File: src/rtl/ram_arbiter_pkg.sv
// ram_arbiter_pkg: shared state type and geometry of the 16 x 32 RAM
package ram_arbiter_pkg;
  localparam int ADDRESS_LENGTH = 4;
  localparam int DATA_LENGTH = 32;
  localparam int DEPTH = 1 << ADDRESS_LENGTH;
  typedef enum logic {IDLE, CLEAR} state_t;
endpackage

File: src/rtl/ram_arbiter_rr_arb2.sv
// rr_arb2: two-way round-robin grant; the pointer flips to the other port after every grant
module rr_arb2 (
  input  logic       CLK,
  input  logic       RST,
  input  logic [1:0] req,
  input  logic       enable,
  output logic [1:0] gnt
);
  logic ptr;
  always_comb gnt = !enable ? 2'b00 : &req ? (ptr ? 2'b10 : 2'b01) : req;
  always_ff @(posedge CLK)
    ptr <= RST ? 1'b0 : gnt[0] ? 1'b1 : gnt[1] ? 1'b0 : ptr;
endmodule

File: src/rtl/ram_arbiter.sv
// ram_arbiter: two-master round-robin front end for the 16 x 32 RAM with a hardware clear sweep
module ram_arbiter
  import ram_arbiter_pkg::*;
(
  input  logic                      CLK,
  input  logic                      RST,
  input  logic                      CLR,
  output logic                      BUSY,
  input  logic                      REQ0,
  input  logic                      REQ1,
  input  logic                      WE0,
  input  logic                      WE1,
  input  logic [ADDRESS_LENGTH-1:0] A0,
  input  logic [ADDRESS_LENGTH-1:0] A1,
  input  logic [DATA_LENGTH-1:0]    DI0,
  input  logic [DATA_LENGTH-1:0]    DI1,
  output logic                      GNT0,
  output logic                      GNT1,
  output logic                      RVALID0,
  output logic                      RVALID1,
  output logic [DATA_LENGTH-1:0]    DO0,
  output logic [DATA_LENGTH-1:0]    DO1,
  output logic                      RAM_EN,
  output logic                      RAM_WE,
  output logic                      RAM_RE,
  output logic [ADDRESS_LENGTH-1:0] RAM_A,
  output logic [DATA_LENGTH-1:0]    RAM_DI,
  input  logic [DATA_LENGTH-1:0]    RAM_DO
);
  state_t state, state_nx;
  logic [ADDRESS_LENGTH-1:0] cnt;
  logic [1:0] gnt, rv;
  logic clearing;
  // RST masks every combinational output so the reset cycle itself drives nothing
  assign clearing = state == CLEAR && !RST;
  rr_arb2 u_arb (
    .CLK    (CLK),
    .RST    (RST),
    .req    ({REQ1, REQ0}),
    .enable (state == IDLE && !RST),
    .gnt    (gnt)
  );
  always_comb begin
    state_nx = state;
    if (state == IDLE && CLR) state_nx = CLEAR;
    if (state == CLEAR && cnt == ADDRESS_LENGTH'(DEPTH - 1)) state_nx = IDLE;
  end
  always_ff @(posedge CLK) begin
    state <= RST ? IDLE : state_nx;
    cnt <= clearing ? cnt + 1'b1 : '0;
    rv <= RST ? 2'b00 : {gnt[1] & ~WE1, gnt[0] & ~WE0};
  end
  assign GNT0 = gnt[0];
  assign GNT1 = gnt[1];
  assign BUSY = clearing;
  assign RAM_EN = clearing | (|gnt);
  assign RAM_WE = clearing | (gnt[0] & WE0) | (gnt[1] & WE1);
  assign RAM_RE = (gnt[0] & ~WE0) | (gnt[1] & ~WE1);
  assign RAM_A = clearing ? cnt : gnt[0] ? A0 : gnt[1] ? A1 : '0;
  assign RAM_DI = gnt[0] ? DI0 : gnt[1] ? DI1 : '0;
  assign RVALID0 = rv[0];
  assign RVALID1 = rv[1];
  assign DO0 = rv[0] ? RAM_DO : '0;
  assign DO1 = rv[1] ? RAM_DO : '0;
endmodule

File: config.mk
export PLATFORM = sky130hd
export DESIGN_NAME = ram_arbiter
export DESIGN_NICKNAME = d
export VERILOG_FILES = /design/src/rtl/ram_arbiter_pkg.sv /design/src/rtl/ram_arbiter_rr_arb2.sv /design/src/rtl/ram_arbiter.sv
export SDC_FILE = /design/constraint.sdc
export NUM_CORES = 1
export LEC_CHECK = 0
export BUFFER_PORTS_ARGS = -buffer_cell sky130_fd_sc_hd__clkbuf_2
export CORE_AREA = 5 5 82 84
export CTS_CLUSTER_DIAMETER = 200
export CTS_CLUSTER_SIZE = 16
export DETAILED_ROUTE_END_ITERATION = 6
export DIE_AREA = 0 0 87 89
export GPL_TIMING_DRIVEN = 1
export PLACE_DENSITY = 0.76
export SYNTH_ARGS = -nofsm -noshare
export SYNTH_HDL_FRONTEND = slang
export SYNTH_SLANG_ARGS = --single-unit
File: constraint.sdc
create_clock -name CLK -period 1.05 [get_ports CLK]
set_input_delay 0.105 -clock CLK [delete_from_list [all_inputs] [get_ports CLK]]
set_output_delay 0.105 -clock CLK [all_outputs]
set_load 0.01 [all_outputs]
==> flow_summary.toml <==
[clock_tree]
cts_made_buffers = 3
cts_tree = "yes"
clock_latency_ns = 0.22
cts_buffer_depth = 2
cts.sinks = 8
htreeDepth = 1
root_buffer = "clkbuf_8"
clk_pin_slew_ns = 0.04

[synth]
synthCells = 161
yosys_warnings = 0
syn_avg_cell_area_sq_um = 7.49
synth_nets = 273
mappedNetlistArea_sq_um = 1210
synth-seq-cells = 8
synth_top_area_share_pct = 33.7
synth_largest_area_cell = "and2_1"
ys_seq_area_share_pct = 13.3
synth.area.top_cells = "and2_1 (34%), a22o_1 (23%), dfxtp_1 (13%)"
synth_cell_types = 28

[critical_path]
cp_max_fo = 3
cp_num_buf_inv = 3
crit_family = "flip-flops"
cp_slowest_stage_delay_ns = 0.32
critical_path_class = "reg2out"
r2r_slack_ns = -0.06
crit_cells = 6
crit_path_end_kind = "primary output"
reg2reg_from = "state"
endpoint = "RAM_WE"
rr_endpoint = "u_arb.ptr"
rr_worst_depth = 6
path_cells = "nand2b_4 > nand3_4 > inv_4 > buf_6 > a221o_1 > buf_2"
cp-startpoint = "u_arb.ptr"
cp_data_arrival_time_ns = 1.36
crit_slowest_cell = "dfxtp_2"
worstPathRequired_ns = 0.94
worstSetupStartpointType = "flip-flop"

[place]
gp_congestion = 0.855
place_ws_ns = -0.220
hpwlAfterDp_um = 5490
numPortBuffers = 218
dpl-instance-area_sq_um = 2460

[outcome]
status = "finished with violations"
violations = "setup timing"

[final_layout]
n_antenna_cell = 0
fin_util_pct = 57.7
drive_gt1_share_pct = 82.9
final_area_sq_um = 3380
final_common_cell = "clkbuf_2"
areaGrowthSynthToFinish_pct = 180
mostFrequentLayoutCells = "clkbuf_2 (114), buf_6 (71), and2_4 (64), buf_2 (38), a22o_1 (32)"
nets = 512

[job]
max_cap_viol_count = 0

[power_and_ir_drop]
ir_worst_vdd_mv = 0.525
p_per_area_nw_per_um2 = 498
p_leak_nw = 1.88

[timing]
max_freq_mhz = 681
tightest_slew_ns = 0.179
finalMaxSlewViolations = 0
timing.final.ws_setup_ns = -0.419
period_needed_ns = 1.47
fin_crit_sh_pct = 140
hold_viol_final = 0
fin_skew_ns = 0.00144
relSlewSlack_pct = 88.0
setup_violations = 105
rsz0062_at_grt = "true"

[detailed_routing]
drt_iter0_drc = 47
wirelength_um = 8420
first_pass_iters = 4
post_drt_wl_per_cell_um = 17.8
antenna_left = 0
vias_per_cell = 4.72
vias = 2231
drcViolationCount = 0

[grt]
grt_pass1_vias = 2185
grtUsageTotal_pct = 17.2
grt_pass1_wl_um = 10800
antenna_found_initial = 0
overflow = 0
grt_start_max_net_pins = 35

[min_path]
hold_class = "in2reg"

[die]
pin_count = 219
fp.dieH_um = 89
coreArea_sq_um = 5850
rows = 28
initial_utilization_pct = 20.6
dieArea_sq_um = 7740
die_w_um = 87
[layer usage]
layer | routed length [um] | track usage, %
met4 | 163 | 3.68
met5 | 0 | 0
met1 | 2810 | 19.9
met2 | 4670 | 33.1
met3 | 769 | 2.67
[cell type report]
class                           count  area (sq um)
Inverter                            7          43.8
Tap cell                           75          93.8
Clock buffer                        3          41.3
Fill cell                         478          2470
Sequential cell                     8           170
Timing Repair Buffer              247          1890
Multi-Input combinational cell    133          1140
[stage by stage]
stage / hold WS, ns / total power, mW / TNS (ns) / cells
2_1_floorplan: 0.170 / 0.653 / -2.03 / 161
4_1_cts: 0.0817 / 1.62 / -26.21 / 479
6_report: 0.0876 / 1.68 / -21.31 / 473
3_3_place_gp: 0.314 / 1.07 / -6.13 / 457
5_1_grt: 0.0982 / 1.77 / -25.86 / 473
3_5_place_dp: 0.311 / 1.08 / -6.94 / 457
[timing repair]
action | 4_1_cts | 5_1_grt
hold buffers | 0 | 0
setup buffers | 13 | 4
setup endpoints to repair | 107 | 108
pin swaps | 25 | 13
resized for setup | 79 | 198
gates cloned | 7 | 1
[synth_stat cells]
cell       number
nand4_1         4
xnor2_1         1
o211ai_1        3
a221o_1         1
nor2_4          1
o22ai_1         1
buf_6           6
and2_1         65
o21ai_0         1
dfxtp_1         8
nand3_2         1
nand3_1         1
nand3_4         1
nand2_1         4
inv_2           1
nor2_1          8
nand2b_1        3
clkbuf_2        1
a2bb2oi_1       1
inv_4           1
a31oi_1         1
xor2_1          1
ha_1            1
o32ai_1         1
inv_1           5
nor3_1          1
clkbuf_1        6
a22o_1         32
[registers in the layout (all words and copies together) (netlist names)]
register,cells
cnt,4
rv,2
state,1
u_arb.ptr,1
[where the power goes]
group	internal, mW	leakage [nW]	switching (mW)
Combinational	0.563	1.79	0.439
Clock	0.247	0.0216	0.105
Sequential	0.315	0.0674	0.0135
[kinds of logic (layout without fill, tap and decap cells)]
family / Yosys count / after routing / share of synthesized area, %
DFF: 8 / 8 / 13.3
AOI/OAI and AO/OA: 41 / 41 / 28.8
buffers and inverters: 20 / 257 / 10.3
adders and majority gates: 1 / 1 / 1.04
and+or+nand+nor: 89 / 89 / 45.1
xor gates and xnor gates: 2 / 2 / 1.45
[how the worst min path moves through the flow]
stage,cells past startpoint,slack [ns],startpoint,endpoint
2_1_floorplan,1,0.17,RST,state
4_1_cts,2,0.08,WE1,rv[1]
3_3_place_gp,2,0.31,WE1,rv[1]
3_5_place_dp,2,0.31,WE1,rv[1]
5_1_grt,2,0.1,WE1,rv[1]
6_report,2,0.09,WE1,rv[1]
(Power assumes the default switching activity.)
